--- src/rtl/mult_pkg.sv ---
// Shared types and helpers for the sequential shift-add multiplier.
package mult_pkg;

    typedef enum logic [1:0] {
        IDLE = 2'd0,
        CALC = 2'd1,
        DONE = 2'd2
    } state_t;

    // Step-counter width; at least one bit so WIDTH=2 still has a counter.
    function automatic int cnt_width(input int w);
        return (w > 2) ? $clog2(w) : 1;
    endfunction

endpackage

--- src/rtl/mult_shift_add_dp.sv ---
// Shift-add datapath: shifted multiplicand, multiplier shift register and accumulator.
// load captures operand magnitudes and clears acc; step retires one multiplier bit.
module mult_shift_add_dp
    import mult_pkg::*;
#(
    parameter int WIDTH = 8
) (
    input  logic                 clk,
    input  logic                 rst,
    input  logic                 load,
    input  logic                 step,
    input  logic [WIDTH-1:0]     a_mag,
    input  logic [WIDTH-1:0]     b_mag,
    output logic [2*WIDTH-1:0]   acc_next
);

    logic [2*WIDTH-1:0] a_sh;
    logic [2*WIDTH-1:0] acc;
    logic [WIDTH-1:0]   b_sh;

    // Sum including the current bit, so the FSM can capture the final product on the last step.
    assign acc_next = b_sh[0] ? (acc + a_sh) : acc;

    always_ff @(posedge clk) begin
        if (rst) begin
            a_sh <= '0;
            b_sh <= '0;
            acc  <= '0;
        end else if (load) begin
            a_sh <= {{WIDTH{1'b0}}, a_mag};
            b_sh <= b_mag;
            acc  <= '0;
        end else if (step) begin
            acc  <= acc_next;
            a_sh <= a_sh << 1;
            b_sh <= b_sh >> 1;
        end
    end

endmodule

--- src/rtl/seq_shift_add_multiplier.sv ---
// Radix-2 sequential multiplier with valid/ready handshakes on operands and product.
// Define MULT_SIGNED_EN for two's-complement operands and product.
//
//   state | meaning
//   IDLE  | in_ready=1, waiting for an operand pair
//   CALC  | one multiplier bit retired per clock, WIDTH clocks total
//   DONE  | out_valid=1, product held until out_ready
module seq_shift_add_multiplier
    import mult_pkg::*;
#(
    parameter int WIDTH = 8
) (
    input  logic                 clk,
    input  logic                 rst,
    input  logic                 in_valid,
    output logic                 in_ready,
    input  logic [WIDTH-1:0]     a,
    input  logic [WIDTH-1:0]     b,
    output logic                 out_valid,
    input  logic                 out_ready,
    output logic [2*WIDTH-1:0]   product,
    output logic                 busy
);

    localparam int CNT_W = cnt_width(WIDTH);

    state_t             state;
    state_t             state_nxt;
    logic [CNT_W-1:0]   cnt;
    logic               load;
    logic               step;
    logic               last_step;
    logic [WIDTH-1:0]   a_mag;
    logic [WIDTH-1:0]   b_mag;
    logic [2*WIDTH-1:0] acc_next;
    logic [2*WIDTH-1:0] result;

    assign last_step = (cnt == CNT_W'(WIDTH - 1));

`ifdef MULT_SIGNED_EN
    logic sign;

    // Magnitude of the most-negative value still fits WIDTH bits as unsigned.
    assign a_mag  = a[WIDTH-1] ? -a : a;
    assign b_mag  = b[WIDTH-1] ? -b : b;
    assign result = sign ? -acc_next : acc_next;

    always_ff @(posedge clk) begin
        if (rst) begin
            sign <= 1'b0;
        end else if (load) begin
            sign <= a[WIDTH-1] ^ b[WIDTH-1];
        end
    end
`else
    assign a_mag  = a;
    assign b_mag  = b;
    assign result = acc_next;
`endif

    mult_shift_add_dp #(.WIDTH(WIDTH)) u_dp (
        .clk      (clk),
        .rst      (rst),
        .load     (load),
        .step     (step),
        .a_mag    (a_mag),
        .b_mag    (b_mag),
        .acc_next (acc_next)
    );

    always_ff @(posedge clk) begin
        if (rst) begin
            state <= IDLE;
        end else begin
            state <= state_nxt;
        end
    end

    always_comb begin
        state_nxt = state;
        case (state)
            IDLE:    if (in_valid) state_nxt = CALC;
            CALC:    if (last_step) state_nxt = DONE;
            DONE:    if (out_ready) state_nxt = IDLE;
            default: state_nxt = IDLE;
        endcase
    end

    always_comb begin
        in_ready  = (state == IDLE);
        out_valid = (state == DONE);
        busy      = (state == CALC) || (state == DONE);
        load      = (state == IDLE) && in_valid;
        step      = (state == CALC);
    end

    always_ff @(posedge clk) begin
        if (rst) begin
            cnt     <= '0;
            product <= '0;
        end else begin
            if (load) begin
                cnt <= '0;
            end else if (step) begin
                cnt <= cnt + CNT_W'(1);
            end
            if (step && last_step) begin
                product <= result;
            end
        end
    end

endmodule
--- config.mk ---
export PLATFORM = sky130hd
export DESIGN_NAME = seq_shift_add_multiplier
export DESIGN_NICKNAME = d
export VERILOG_FILES = /design/src/rtl/mult_pkg.sv /design/src/rtl/mult_shift_add_dp.sv /design/src/rtl/seq_shift_add_multiplier.sv
export SDC_FILE = /design/constraint.sdc
export NUM_CORES = 1
export LEC_CHECK = 0
export CAP_MARGIN = 20
export CORE_ASPECT_RATIO = 0.8
export CORE_MARGIN = 3
export CORE_UTILIZATION = 45
export DETAILED_ROUTE_END_ITERATION = 7
export GPL_TIMING_DRIVEN = 0
export PLACE_DENSITY = 0.66
export RECOVER_POWER = 50
export SLEW_MARGIN = 20
export SYNTH_ARGS = -nofsm -noshare
export SYNTH_HDL_FRONTEND = slang
export SYNTH_SLANG_ARGS = --single-unit
--- constraint.sdc ---
create_clock -name clk -period 7.2 [get_ports clk]
set_clock_uncertainty 0.1 [all_clocks]
set_input_delay 1.44 -clock clk [delete_from_list [all_inputs] [get_ports clk]]
set_output_delay 1.44 -clock clk [all_outputs]
set_load 0.005 [all_outputs]
; ---- Yosys cells after proc, flatten, opt, wreduce, memory -nomap -nowiden
; Index checks and enable logic that the tools add are counted.
[op_classes]
addsub = 2
multipliers = 0
div = 0
magnitude_cmp = 0
n_eq_ne = 6
shift = 0
muxes = 9
bitwise_logic = 0
n_reduce_logical = 7
[ops]
columns = cell, n
row1 = 8-bit two-way mux, 4
row2 = 16-bit adder, 1
row3 = 16-bit two-way mux, 1
row4 = 2-bit two-way mux, 3
row5 = 2-bit one-hot mux with 3 select lines, 1
row6 = 2-bit by 1-bit inequality test with 1-bit output (second input constant), 2
row7 = 3-bit by 1-bit adder with 3-bit output (second input constant), 1
row8 = 3-bit equality test (second input constant), 1
row9 = 3-bit AND reduction, 1
row10 = 2-bit by 1-bit equality test with 1-bit output (second input constant), 1
row11 = 2-bit equality test (second input constant), 1
row12 = 1-bit logical AND, 2
row13 = 2-bit zero test, 1
row14 = 2-bit inequality test (second input constant), 1
row15 = 2-bit nonzero test, 1
row16 = 2-bit OR reduction, 1
row17 = 1-bit logical OR, 1
[totals]
register_bits = 61
latchBits = 0
mem_bits_rw = 0
mem_bits_ro = 0
output_inout_bits = 19
elab_cells = 31
memories = 0

; ---- Longest topological paths before layout
[logic_depth]
depth_word = 3
ltp_mapped = 9
ltp_nobuf = 9

; ---- Cells and area by module
; From an unflattened synthesis, not the netlist that was laid out.
[unflattened]
hier_cells = 390
area_unflattened_um2 = 3321.9
[modules_own_cells]
columns = mod, n_inst, cells_each, area_each_um2
row1 = mult_shift_add_dp, 1, 287, 2453.6
row2 = seq_shift_add_multiplier, 1, 103, 868.3

; ---- Least setup slack after synthesis
; Ideal clock, no wire load.
[synth_timing]
path_type = input port to flip-flop
from = in in_valid
to = reg state[1]
setup_ns = 0.128
arrival_ns = 2.184
required_time_ns = 6.972
path_slack_ns = 4.788
cell_stages = 4
cell_sequence = inv_1 a222oi_1 mux2i_1 nor2_1
[synth_between]
elab_chain_cells = 2
[synth_lines]
columns = item, line
row1 = start: declaration, seq_shift_add_multiplier.sv:15  ; input logic in_valid,
row2 = 2-bit inequality test (no line), n/a
row3 = 3-bit AND reduction (no line), n/a
row4 = end signal: assignment, seq_shift_add_multiplier.sv:75  ; state <= state_nxt;
row5 = end: declaration, seq_shift_add_multiplier.sv:27  ; state_t state;
; Every way passes these cells.
; A chain may end at the register's enable or synchronous reset.

; ---- Worst setup path in the final report
[layout_timing]
from = reg state[1]
to = out in_ready
[layout_between]
elab_chain_cells = 1
[layout_lines]
columns = item, line
row1 = 2-bit zero test, seq_shift_add_multiplier.sv:90  ; in_ready = (state == IDLE);
row2 = end: declaration, seq_shift_add_multiplier.sv:16  ; output logic in_ready,
; Every way passes these cells.

==> run metrics <==
deepest clock path buffer count=2; Buffers on Ports=38; maximum clock frequency=0.3187 GHz; total number of clock tree sinks=61; share of flip-flops with an asynchronous set or reset=0%; number of search-and-repair iterations in the first detailed-routing pass=4; multiplexer area fraction after synthesis=11.00%; initial antenna violation count=0; number of cells produced by synthesis=381; class of the tightest hold or removal check=register to register; path type of the worst setup path=register to output port; mean instance size in the synthesized netlist=8.837 µm²; area fraction in and, or, nand and nor cells after synthesis=14.38%; distinct cell type count after synthesis=49; arrival time of data at the critical path endpoint=1.60 ns; Core Rows=27; required arrival time at the worst endpoint=5.66 ns; hold path startpoint=product[2]; R2R Path Start=u_dp.a_sh[0]; pin count of the biggest net entering global routing=11; core box area=0.007061 mm²; Detailed Route WL=8306 µm; area fraction of the dominant cell type after synthesis=36.27%; leading post-synthesis cells by cell area=sky130_fd_sc_hd__dfxtp_1 (36%), sky130_fd_sc_hd__mux2i_1 (11%), sky130_fd_sc_hd__ha_1 (7.4%); Total Power=1154 µW; dominant combinational cell family by area after synthesis=compound AO/OA/AOI/OAI gates; Slew Viols, Final=0; area growth from synthesis to layout=20.48%; Place WS=3.822 ns; aggregate global routing overflow=0; worst-skew pair later-pin latency=0.35 ns; Nets=471; routability congestion estimate from global placement=0.9250; horizontal extent of the die=102.7 µm; proportion of layout cells with a drive suffix above 1=6.207%; final number of hold-violating endpoints=0; number of buffers created by CTS=9; largest area contributor in the netlist=sky130_fd_sc_hd__dfxtp_1; Worst Setup End Kind=output port; level count of the clock H-tree=3; unrepaired setup endpoints after global routing=no; post-synthesis compound-gate area fraction=22.15%; r2r setup slk=4.35 ns; launching element type of the critical path=register; hold-critical path depth=2; Via density=5.552; run status=finished, final reports clean; adder and majority gate portion of the synthesized area=8.027%; Post-Synthesis Net Count=422; synth warn=0; critical path, cell by cell=inv_1 -> ha_1 -> clkdlybuf4s50_1; xor-xnor portion of the synthesized cell area=4.162%; headroom to the max-slew limit=44.79%; Antenna Violating Nets Remaining=0; Post-synth EDFFs=0; Peak supply drop=0.1964 mV; count of unresolved DRC violations after routing=0; Hold Path End=product[2]; reg2reg end=product[12]; largest stage delay on the critical path=0.55 ns; CTS root buffer=sky130_fd_sc_hd__clkbuf_8; Clock transition at path regs=0.07 ns; Seq/Total Area, Yosys=36.27%; Post CTS Setup Buffer Count=0; I/O pins=39; wire length of the first global-routing pass=13690 µm; worst-path cell with the longest stage delay=sky130_fd_sc_hd__clkdlybuf4s50_1; number of global-route vias before repair=2758; TritonCTS clock tree=yes; Maximum Capacitance Violations=0; post-layout min period=3.138 ns; Total Die Area=0.008562 mm²; final-layout setup total negative slack=0 ns; aggregate global-route resource usage=20.63%; final setup margin=4.062 ns; measured slew at the worst slew-check pin=0.8282 ns; # fillers=659; power density normalized to cell area=284.6 mW/mm²; post-detailed-placement half-perimeter wirelength=6349 µm; number of cells on the worst reg-to-reg path=9; mapped cell area=0.003367 mm²; prevailing post-synth register cell=sky130_fd_sc_hd__dfxtp_1; n_diodes=0; hold slack final=0.3704 ns; total of hold buffers inserted after clock tree synthesis=0; Final period util=43.58%; starting utilization of the core area=47.69%; leakage power summed over all cells=0.001619 µW; post-detailed-route wirelength per cell=15.91 µm; number of register bits inferred by synthesis=61; Chip Height=83.37 µm; # resized after CTS=0; drt first-iter violations=139; number of vias after detailed routing=2898; number of endpoints failing setup at the final stage=0; Max Fanout on Critical Path=7
[metal layers]
layer	vias to the layer above	wire (µm)	global-route usage, %
met5	-	0	0
met4	0	95	6.317
met3	7	579	5.626
met2	62	3453	28.84
met1	1358	4179	30.46
li1	1471	-	-
[layout make-up]
class | instances | area [µm²] | area share (%)
plain buffers | 24 | 93.84 | 2.313
clock inverters | 3 | 42.54 | 1.049
well taps | 87 | 108.9 | 2.684
flip-flops and latches | 61 | 1221 | 30.10
repair buffers | 38 | 380.4 | 9.377
clock buffers | 13 | 168.9 | 4.164
inverters | 11 | 41.29 | 1.018
multi-input cells | 285 | 1999 | 49.29
[logic make-up after synthesis]
| logic type | after synthesis |
|---|---|
| AO/OA/AOI/OAI | 102 |
| multiplexers | 37 |
| buffers and inverters | 35 |
| flip-flops | 61 |
| adder cells (fa/ha/maj) | 21 |
| AND/OR/NAND/NOR | 109 |
| XOR/XNOR | 16 |
[metrics by stage]
| stage | utilization [%] | area [µm²] | cells |
|---|---|---|---|
| floorplan | - | 3367 | 381 |
| global placement | 54.62 | 3856 | 506 |
| detailed placement | 54.62 | 3856 | 506 |
| CTS | 57.61 | 4068 | 522 |
| global route | 57.45 | 4056 | 522 |
| finish | 57.45 | 4056 | 522 |
[synth_stat cells (2+ instances only)]
| library cell | number |
|---|---|
| sky130_fd_sc_hd__nand3b_1 | 3 |
| sky130_fd_sc_hd__a21oi_2 | 2 |
| sky130_fd_sc_hd__o21a_1 | 4 |
| sky130_fd_sc_hd__a21o_1 | 8 |
| sky130_fd_sc_hd__nor3_1 | 4 |
| sky130_fd_sc_hd__a311oi_1 | 3 |
| sky130_fd_sc_hd__nor2_1 | 51 |
| sky130_fd_sc_hd__xor2_1 | 9 |
| sky130_fd_sc_hd__xnor2_1 | 7 |
| sky130_fd_sc_hd__mux2i_1 | 37 |
| sky130_fd_sc_hd__a21oi_1 | 26 |
| sky130_fd_sc_hd__dfxtp_1 | 61 |
| sky130_fd_sc_hd__o21ai_1 | 2 |
| sky130_fd_sc_hd__o21bai_1 | 3 |
| sky130_fd_sc_hd__o211ai_2 | 2 |
| sky130_fd_sc_hd__o21ai_0 | 7 |
| sky130_fd_sc_hd__buf_2 | 3 |
| sky130_fd_sc_hd__nand2_1 | 31 |
| sky130_fd_sc_hd__and2_1 | 3 |
| sky130_fd_sc_hd__nand3_1 | 5 |
| sky130_fd_sc_hd__inv_1 | 11 |
| sky130_fd_sc_hd__nand2b_1 | 2 |
| sky130_fd_sc_hd__nor3b_1 | 3 |
| sky130_fd_sc_hd__a211oi_1 | 31 |
| sky130_fd_sc_hd__ha_1 | 20 |
| sky130_fd_sc_hd__buf_1 | 2 |
| sky130_fd_sc_hd__clkbuf_1 | 19 |
[flip-flops by register name, summed over array words and instances (netlist names)]
register,count
cnt,3
product,16
state,2
u_dp.a_sh,16
u_dp.acc,16
u_dp.b_sh,8
[where the power goes]
part	switching, µW	internal [µW]	leakage (µW)	total [µW]
clock	134	188	0.000106	322
combinational	245	171	0.00102	416
sequential	35.9	381	0.000496	416
total	415	740	0.00162	1150
[worst max-delay path by stage]
stage | startpoint | slack (ns) | endpoint
floorplan | in_valid | 4.79 | state[1]
global placement | in_valid | 3.83 | u_dp.a_sh[10]
detailed placement | in_valid | 3.82 | cnt[1]
CTS | state[1] | 4.04 | in_ready
global route | in_valid | 3.92 | u_dp.a_sh[9]
finish | state[1] | 4.06 | in_ready
[critical path: cells and delay by family (launching register included)]
family                   cells  cell delay [ns]
flip-flops                   1             0.34
adder cells (fa/ha/maj)      1             0.28
buffers and inverters        2             0.63
[layout by cell type (no fill, tap or decap), drive strengths merged, types with 2 or more instances in the layout]
cell type      instances
a2111oi                2
a211oi                31
a21o                   8
a21oi                 28
a311oi                 3
and2                   3
buf                    5
clkbuf                32
clkdlybuf4s50         20
dfxtp                 61
dlygate4sd3           18
ha                    20
inv                   11
mux2i                 37
nand2                 32
nand2b                 2
nand3                  5
nand3b                 3
nor2                  51
nor3                   4
nor3b                  3
o211ai                 2
o21a                   4
o21ai                  9
o21bai                 3
o31ai                  3
xnor2                  7
xor2                   9
No activity file was read; power rests on OpenSTA's default activity.
